<file path="src/rtl/alu_slice_serial.sv">
`default_nettype none
// ============================================================================
//  Module      : alu_slice_serial
//  Description : Multi-cycle ALU that walks WIDTH-bit operands SLICE bits per
//                clock (LSB first) behind a valid/ready handshake.
//  Revision    : 1.0  initial release
// ============================================================================
module alu_slice_serial #(
    parameter int WIDTH = 32,
    parameter int SLICE = 4
) (
    input  logic             clk,
    input  logic             reset,
    input  logic             in_valid,
    output logic             in_ready,
    input  logic [WIDTH-1:0] a,
    input  logic [WIDTH-1:0] b,
    input  logic [3:0]       alu_op,
    output logic             out_valid,
    input  logic             out_ready,
    output logic [WIDTH-1:0] result,
    output logic             carry_out,
    output logic             zero,
    output logic             overflow,
    output logic             illegal_op
);
    localparam int c_NSLICE = WIDTH / SLICE;
    localparam int c_CW     = (c_NSLICE > 1) ? $clog2(c_NSLICE) : 1;
    localparam logic [c_CW-1:0] c_LAST = c_CW'(c_NSLICE - 1);

    localparam logic [3:0] c_OP_AND = 4'b0000;
    localparam logic [3:0] c_OP_OR  = 4'b0001;
    localparam logic [3:0] c_OP_ADD = 4'b0010;
    localparam logic [3:0] c_OP_SUB = 4'b0110;
    localparam logic [3:0] c_OP_SLT = 4'b0111;
    localparam logic [3:0] c_OP_NOR = 4'b1100;

    typedef enum logic [1:0] {
        S_IDLE = 2'd0,
        S_RUN  = 2'd1,
        S_DONE = 2'd2
    } state_t;

    state_t            r_state;
    state_t            w_state_nxt;
    logic [WIDTH-1:0]  r_a;
    logic [WIDTH-1:0]  r_b;
    logic [3:0]        r_op;
    logic              r_carry;
    logic [c_CW-1:0]   r_cnt;

    logic              w_accept;
    logic              w_run;
    logic              w_last;
    logic              w_sub_in;
    logic [SLICE-1:0]  w_a_sl;
    logic [SLICE-1:0]  w_b_sl;
    logic [SLICE:0]    w_sum_ext;
    logic [SLICE-1:0]  w_slice_res;
    logic [WIDTH-1:0]  w_res_full;
    logic              w_ovf;
    logic              w_lt;
    logic [WIDTH-1:0]  w_fin_res;
    logic              w_fin_c;
    logic              w_fin_v;
    logic              w_fin_ill;

    always_ff @(posedge clk) begin
        if (reset) r_state <= S_IDLE;
        else       r_state <= w_state_nxt;
    end

    always_comb begin
        w_state_nxt = r_state;
        in_ready    = 1'b0;
        out_valid   = 1'b0;
        case (r_state)
            S_IDLE: begin
                in_ready = 1'b1;
                if (in_valid) w_state_nxt = S_RUN;
            end
            S_RUN: begin
                if (r_cnt == c_LAST) w_state_nxt = S_DONE;
            end
            S_DONE: begin
                out_valid = 1'b1;
                if (out_ready) w_state_nxt = S_IDLE;
            end
            default: w_state_nxt = S_IDLE;
        endcase
    end

    assign w_accept = in_valid & in_ready;
    assign w_run    = (r_state == S_RUN);
    assign w_last   = w_run && (r_cnt == c_LAST);
    assign w_sub_in = (alu_op == c_OP_SUB) || (alu_op == c_OP_SLT);

    // Operands shift right each cycle, so the active slice is always the LSBs.
    assign w_a_sl    = r_a[SLICE-1:0];
    assign w_b_sl    = r_b[SLICE-1:0];
    assign w_sum_ext = {1'b0, w_a_sl} + {1'b0, w_b_sl} + {{SLICE{1'b0}}, r_carry};
    assign w_ovf     = (w_a_sl[SLICE-1] == w_b_sl[SLICE-1]) &&
                       (w_sum_ext[SLICE-1] != w_a_sl[SLICE-1]);
    assign w_lt      = w_sum_ext[SLICE-1] ^ w_ovf;

    always_comb begin
        w_slice_res = '0;
        case (r_op)
            c_OP_AND:                     w_slice_res = w_a_sl & w_b_sl;
            c_OP_OR:                      w_slice_res = w_a_sl | w_b_sl;
            c_OP_NOR:                     w_slice_res = ~(w_a_sl | w_b_sl);
            c_OP_ADD, c_OP_SUB, c_OP_SLT: w_slice_res = w_sum_ext[SLICE-1:0];
            default:                      w_slice_res = '0;
        endcase
    end

    // Result fills from the top; after NSLICE shifts slice 0 sits at the LSBs.
    generate
        if (SLICE == WIDTH) begin : g_single
            assign w_res_full = w_slice_res;
        end else begin : g_multi
            assign w_res_full = {w_slice_res, result[WIDTH-1:SLICE]};
        end
    endgenerate

    always_comb begin
        w_fin_res = w_res_full;
        w_fin_c   = 1'b0;
        w_fin_v   = 1'b0;
        w_fin_ill = 1'b0;
        case (r_op)
            c_OP_ADD, c_OP_SUB: begin
                w_fin_c = w_sum_ext[SLICE];
                w_fin_v = w_ovf;
            end
            c_OP_SLT:                     w_fin_res = WIDTH'(w_lt);
            c_OP_AND, c_OP_OR, c_OP_NOR: begin
                w_fin_res = w_res_full;
            end
            default: begin
                w_fin_res = '0;
                w_fin_ill = 1'b1;
            end
        endcase
    end

    always_ff @(posedge clk) begin
        if (reset) begin
            r_a        <= '0;
            r_b        <= '0;
            r_op       <= '0;
            r_carry    <= 1'b0;
            r_cnt      <= '0;
            result     <= '0;
            carry_out  <= 1'b0;
            zero       <= 1'b0;
            overflow   <= 1'b0;
            illegal_op <= 1'b0;
        end else if (w_accept) begin
            r_a     <= a;
            r_b     <= w_sub_in ? ~b : b;
            r_op    <= alu_op;
            r_carry <= w_sub_in;
            r_cnt   <= '0;
        end else if (w_run) begin
            r_a     <= r_a >> SLICE;
            r_b     <= r_b >> SLICE;
            r_carry <= w_sum_ext[SLICE];
            r_cnt   <= r_cnt + c_CW'(1);
            if (w_last) begin
                result     <= w_fin_res;
                carry_out  <= w_fin_c;
                zero       <= (w_fin_res == '0);
                overflow   <= w_fin_v;
                illegal_op <= w_fin_ill;
            end else begin
                result <= w_res_full;
            end
        end
    end

endmodule
`default_nettype wire

</file>
<file path="config.mk">
export PLATFORM = sky130hd
export DESIGN_NAME = alu_slice_serial
export DESIGN_NICKNAME = d
export VERILOG_FILES = /design/src/rtl/alu_slice_serial.sv
export SDC_FILE = /design/constraint.sdc
export NUM_CORES = 1
export LEC_CHECK = 0
export BUFFER_PORTS_ARGS = -buffer_cell sky130_fd_sc_hd__buf_2
export CORE_AREA = 2 2 123 125
export DETAILED_ROUTE_END_ITERATION = 10
export DIE_AREA = 0 0 125 127
export PLACE_DENSITY = 0.59
export SYNTH_ARGS = -nofsm -noshare
export SYNTH_HDL_FRONTEND = slang
export SYNTH_SLANG_ARGS = --single-unit
</file>
<file path="constraint.sdc">
create_clock -name clk -period 2.1 [get_ports clk]
set_input_delay 0.21 -clock clk [delete_from_list [all_inputs] [get_ports clk]]
set_output_delay 0.21 -clock clk [all_outputs]
set_load 0.1 [all_outputs]
</file>
== Word level (Yosys, flattened, before mapping) ==
Cells that the tools add are included.
Word-level totals
  register bits: 110
  bits of input ports: 72
  output and inout bits: 38
  logic and storage cells: 70
Cells by class
  add/subtract/negate cells: 3
  equality and inequality tests: 15
  muxes and demuxes: 19
  bitwise logic cells: 7
  reduce and logical (&&, ||, !) cells: 15
Operators by type and width (number)
  32-bit two-way mux: 6
  32-bit case mux with 2 select lines: 1
  32-bit logical NOT: 1
  32-bit NOT: 1
  4-bit by 3-bit == test with 1-bit output (second input constant): 4
  4-bit case mux with 4 select lines: 1
  1-bit two-way mux: 7
  2-bit two-way mux: 3
  2-bit case mux with 3 select lines: 1
  3-bit AND reduction: 2
  6-bit OR reduction: 1
  4-bit by 4-bit adder with 5-bit output: 1
  5-bit by 1-bit adder with 5-bit output: 1
  5-bit OR reduction: 1
  4-bit bitwise AND: 1
  4-bit by 1-bit == test with 1-bit output (second input constant): 1
  4-bit by 2-bit == test with 1-bit output (second input constant): 1
  4-bit == test (second input constant): 1
  4-bit logical NOT: 1
  2-bit != test (second input constant): 2
  4-bit NOT: 1
  4-bit bitwise OR: 1
  2-bit OR reduction: 2
  3-bit by 1-bit adder with 3-bit output (second input constant): 1
  15 further kinds: 16

== Longest topological paths before layout ==
  depth in word-level cells: 7
  gate-level depth with buffers: 9
  depth with buffers taken out: 9

== Worst setup path before layout ==
OpenSTA, ideal clock, no wires.
  kind: register to register
  start point: register r_state[0]
  end point: register r_b[26]
  arrival: 2.711 ns
  required time: 1.972 ns
  setup slack: -0.739 ns
  stages on the path, launching flop included: 9
  path buffers: 3
  period minus slack after synthesis: 2.839 ns
  cell sequence: dfxtp_1 -> nor2_1 -> and2_1 -> buf_2 -> nor2_1 -> buf_2 -> buf_2 -> a221oi_1 -> nor2_1
On the way
  cells in the longest elaborated chain, start to end: 4
RTL lines
  from (decl): RTL line 44  | state_t r_state;
  from (signal assigned): RTL line 70  | else r_state <= w_state_nxt;
  2-bit logical NOT *: RTL line 77  | case (r_state)
  1-bit two-way mux *: RTL line 77
  via in_ready: RTL line 15  | output logic in_ready,
  1-bit bitwise AND *: RTL line 93  | assign w_accept = in_valid & in_ready;
  32-bit two-way mux / 2-bit nonzero test (equally long branches)
  to (signal assigned): RTL line 161  | r_b <= w_sub_in ? ~b : b;
  to (signal assigned): RTL line 167  | r_b <= r_b >> SLICE;
  to (decl): RTL line 47  | logic [WIDTH-1:0] r_b;
The timed path passes the listed nets; every way through them passes the cells marked *.
A chain may end at the register's enable or synchronous reset.

== Final worst setup path ==
  start point: register r_a[0]
  end point: register zero
On the way
  cells in the longest elaborated chain, start to end: 7
RTL lines
  from (decl): RTL line 46  | logic [WIDTH-1:0] r_a;
  from (signal assigned): RTL line 166  | r_a <= r_a >> SLICE;
  4-bit by 4-bit adder with 5-bit output: RTL line 101  | assign w_sum_ext = {1'b0, w_a_sl} + {1'b0, w_b_sl} + {{SLICE{1'b0}}, r_carry};
  5-bit by 1-bit adder with 5-bit output: RTL line 101
  1-bit != test: RTL line 103  | (w_sum_ext[SLICE-1] != w_a_sl[SLICE-1]);
  1-bit logical AND: RTL line 102  | assign w_ovf = (w_a_sl[SLICE-1] == w_b_sl[SLICE-1]) &&
  1-bit bitwise XOR: RTL line 104  | assign w_lt = w_sum_ext[SLICE-1] ^ w_ovf;
  32-bit case mux with 2 select lines *: RTL line 131  | case (r_op)
  32-bit logical NOT *: RTL line 173  | zero <= (w_fin_res == '0);
  to (signal assigned): RTL line 173
  to (decl): RTL line 23  | output logic zero,
Every way passes the cells marked *; elsewhere a longest branch is shown, timed or not.

==> run metrics <==
Synth area leaders dfxtp_1, a21oi_1, nand2_1, nor2_1, a221oi_1; maxcap violations 0; fin area 6100 um^2; Routed Wire Length 13.4 mm; nets 783; final setup fails 0; Lkg Pwr 2.45 nW; multi-input logic area 2590 um^2; ys flop type dfxtp_1; flops & latches, synth 110; Post-synth EDFFs 0; Final GP Congestion 0.932; die area 15900 um^2; f_max 480 MHz; Skew-Pair Late Insertion Delay 0.36 ns; area share of the largest cell type after synthesis 43.9%; hold buffer count at cts 0; register area 2210 um^2; Mapped Avg Cell Area 8.25 um^2; Crit path arrival time 2.31 ns; CTS root buf clkbuf_16; Placed Area 5790 um^2; Mapped Cells 608; First-pass DRT Iterations 4; # fillers 1469; Core ar. 14400 um^2; asr flop ratio synth 0%; largest net degree at the start of global routing 49; register area share after synthesis 43.9%; # rows 44; Iteration-0 DRC Markers 287; Final Hold Viols 0; Max IR drop VDD 0.000415 V; CP required 2.33 ns; Syn Nets 692; I/O pin count 110; setup slack after layout 0.0158 ns; post-synthesis cell area 5020 um^2; first-pass GRT wire length 21.9 mm; Tot GR Track Use 16.9%; Via density 5.25; Cell variety after synth 42; remaining routing DRC violations 0; Die Ht 127 um; share of cells above drive strength 1 23.6%; fin crit period 2.08 ns; Die X 125 um; average routed wire per standard cell 15.1 um; Worst Hold Class primary input to flip-flop; Slew @ Worst Pin 0.532 ns; CTS tree built; slew margin rel. 64.6%; Design Power 0.00460 W; crit-path cells fa_2, inv_1, fa_1, a211oi_2, nor3_2, o21a_1, a31oi_1, o41ai_2; detailed placement HPWL 9.40 mm; Worst Hold Depth 3; Critical Path Max Stage Delay 0.41 ns; power per cell area 753 nW/um^2; yosys warns 0; slowest stage cell, crit path fa_1; n_diodes 0; Area Growth Syn to Fin 21.6%; skew final 0.00834 ns; grt ovf 0; Final ANT Viol Nets 0; critical path capture point type flip-flop; RSZ-0062 raised after global routing yes; CTS max path bufs 2; clock transition at the registers of the reported paths 0.07 ns; cell type with the largest total area after synthesis dfxtp_1; Setup crit start kind flip-flop; port bufs 109; antenna violations before repair 0; Num CTS Buffers 9; number of global-route vias before repair 4393; crit path kind flip-flop to flip-flop; Slew Limit Fails 0; Critical Path Fanout Max 2; Initial Util 34.8%; final setup TNS 0 ns; Tcrit/Tclk final 99.2%; Post-Place Worst Slack -0.0796 ns; clock net sink count 110; result of the run finished, final reports clean; Clock H-tree levels 3; Vias 4666; r2r worst-path depth 8
## where the power goes
| group | switching [W] | internal, W |
|---|---|---|
| Sequential | 0.0000762 | 0.00219 |
| Clock | 0.000780 | 0.000843 |
| Combinational | 0.000433 | 0.000275 |
## cell usage after synthesis (all sizes together) (2+ instances only)
| library cell | instances |
|---|---|
| dfxtp | 110 |
| nand2 | 78 |
| a21oi | 76 |
| nor2 | 73 |
| nand3 | 37 |
| clkbuf | 35 |
| a22oi | 31 |
| a221oi | 30 |
| xor2 | 29 |
| buf | 17 |
| inv | 14 |
| nor4 | 11 |
| ha | 10 |
| nor3 | 7 |
| xnor2 | 7 |
| nand2b | 5 |
| nor2b | 5 |
| o21ai | 5 |
| mux2i | 4 |
| a21o | 2 |
| a31oi | 2 |
| and2 | 2 |
| fa | 2 |
| nand3b | 2 |
## cells by family (layout without fill, tap and decap cells)
kind of cell | count (synthesis) | after routing | synth area share (%)
AND/OR/NAND/NOR | 224 | 224 | 19.6
AO/OA/AOI/OAI | 156 | 156 | 20.7
XOR/XNOR | 36 | 36 | 6.28
adder cells (fa/ha/maj) | 12 | 12 | 3.29
flip-flops | 110 | 110 | 43.9
multiplexers | 4 | 4 | 0.798
buffers and inverters | 66 | 162 | 5.44
## worst max-delay path, delay by kind of cell, from the launching register on
kind	cells	cell delay [ns]
AOI/OAI and AO/OA	4	0.66
adders and majority gates	2	0.80
buffers and inverters	1	0.08
DFF	1	0.34
and+or+nand+nor	1	0.08
## through the flow
stage | std cells | hold slack, ns | utilization, %
after floorplan | 608 | 0.312 | -
after global placement | 871 | 0.443 | 40.2
after detailed placement | 871 | 0.447 | 40.2
after CTS | 888 | 0.0761 | 42.2
after global routing | 888 | 0.0918 | 42.3
final | 888 | 0.0908 | 42.3
## flip-flops by register name (all words and copies together), names as in the netlist
| signal | cells |
|---|---|
| result | 32 |
| r_state | 2 |
| overflow | 1 |
| illegal_op | 1 |
| r_carry | 1 |
| carry_out | 1 |
| r_b | 32 |
| zero | 1 |
| r_cnt | 3 |
| r_a | 32 |
| r_op | 4 |
## cell type report
class                           instances  area share [%]
Timing Repair Buffer                  132            12.2
Tap cell                              184            3.77
Multi-Input combinational cell        432            42.5
Clock inverter                          4           0.492
Clock buffer                           12            4.04
Sequential cell                       110            36.1
Inverter                               14           0.861
## worst paths after layout
check,start,slack [ns],end
min,a[29],0.09,r_a[29]$_SDFFE_PP0P_
min reg2reg,result[2]$_SDFFE_PP0P_,0.45,result[2]$_SDFFE_PP0P_
max,r_a[0]$_SDFFE_PP0P_,0.02,zero$_SDFFE_PP0P_
max reg2reg,r_a[0]$_SDFFE_PP0P_,0.02,zero$_SDFFE_PP0P_
## layer usage
layer / track usage (%) / share of wire [%] / vias up
met3: 5.53 / 6.1 / 11
met4: 4.38 / 1.1 / 0
met2: 26.5 / 46 / 131
li1: - / - / 2317
met1: 22.5 / 46 / 2207
met5: 0 / 0 / -
## timing repair
action                                  4_1_cts  5_1_grt
resized for setup                             6        4
endpoints found under the setup margin        1        3
cloned                                        0        0
buffers inserted                              1        0
pin swaps                                     3        1
## layout by cell type, fill, tap and decap left out, types with 2 or more instances in the layout
| cell type | Yosys | layout |
|---|---|---|
| a221oi_1 | 30 | 30 |
| nor2_1 | 72 | 70 |
| buf_2 | 14 | 108 |
| nor3_1 | 7 | 6 |
| and2_1 | 2 | 2 |
| a21oi_2 | 2 | 3 |
| nor4_1 | 11 | 10 |
| o21ai_0 | 5 | 5 |
| dfxtp_1 | 110 | 107 |
| a21o_1 | 2 | 2 |
| xor2_1 | 29 | 29 |
| a31oi_1 | 2 | 2 |
| nand2b_1 | 5 | 4 |
| nor2b_1 | 5 | 3 |
| inv_1 | 14 | 13 |
| nand3_1 | 37 | 37 |
| xnor2_1 | 7 | 7 |
| nor2_4 | 0 | 2 |
| nand2_1 | 78 | 78 |
| buf_12 | 0 | 2 |
| ha_1 | 10 | 10 |
| a21oi_1 | 74 | 73 |
| dfxtp_2 | 0 | 3 |
| buf_4 | 0 | 22 |
| nand3b_1 | 2 | 2 |
| clkbuf_16 | 0 | 9 |
| mux2i_1 | 4 | 4 |
| a22oi_1 | 31 | 31 |
| clkbuf_1 | 35 | 2 |
No activity file was read; power rests on OpenSTA's default activity.
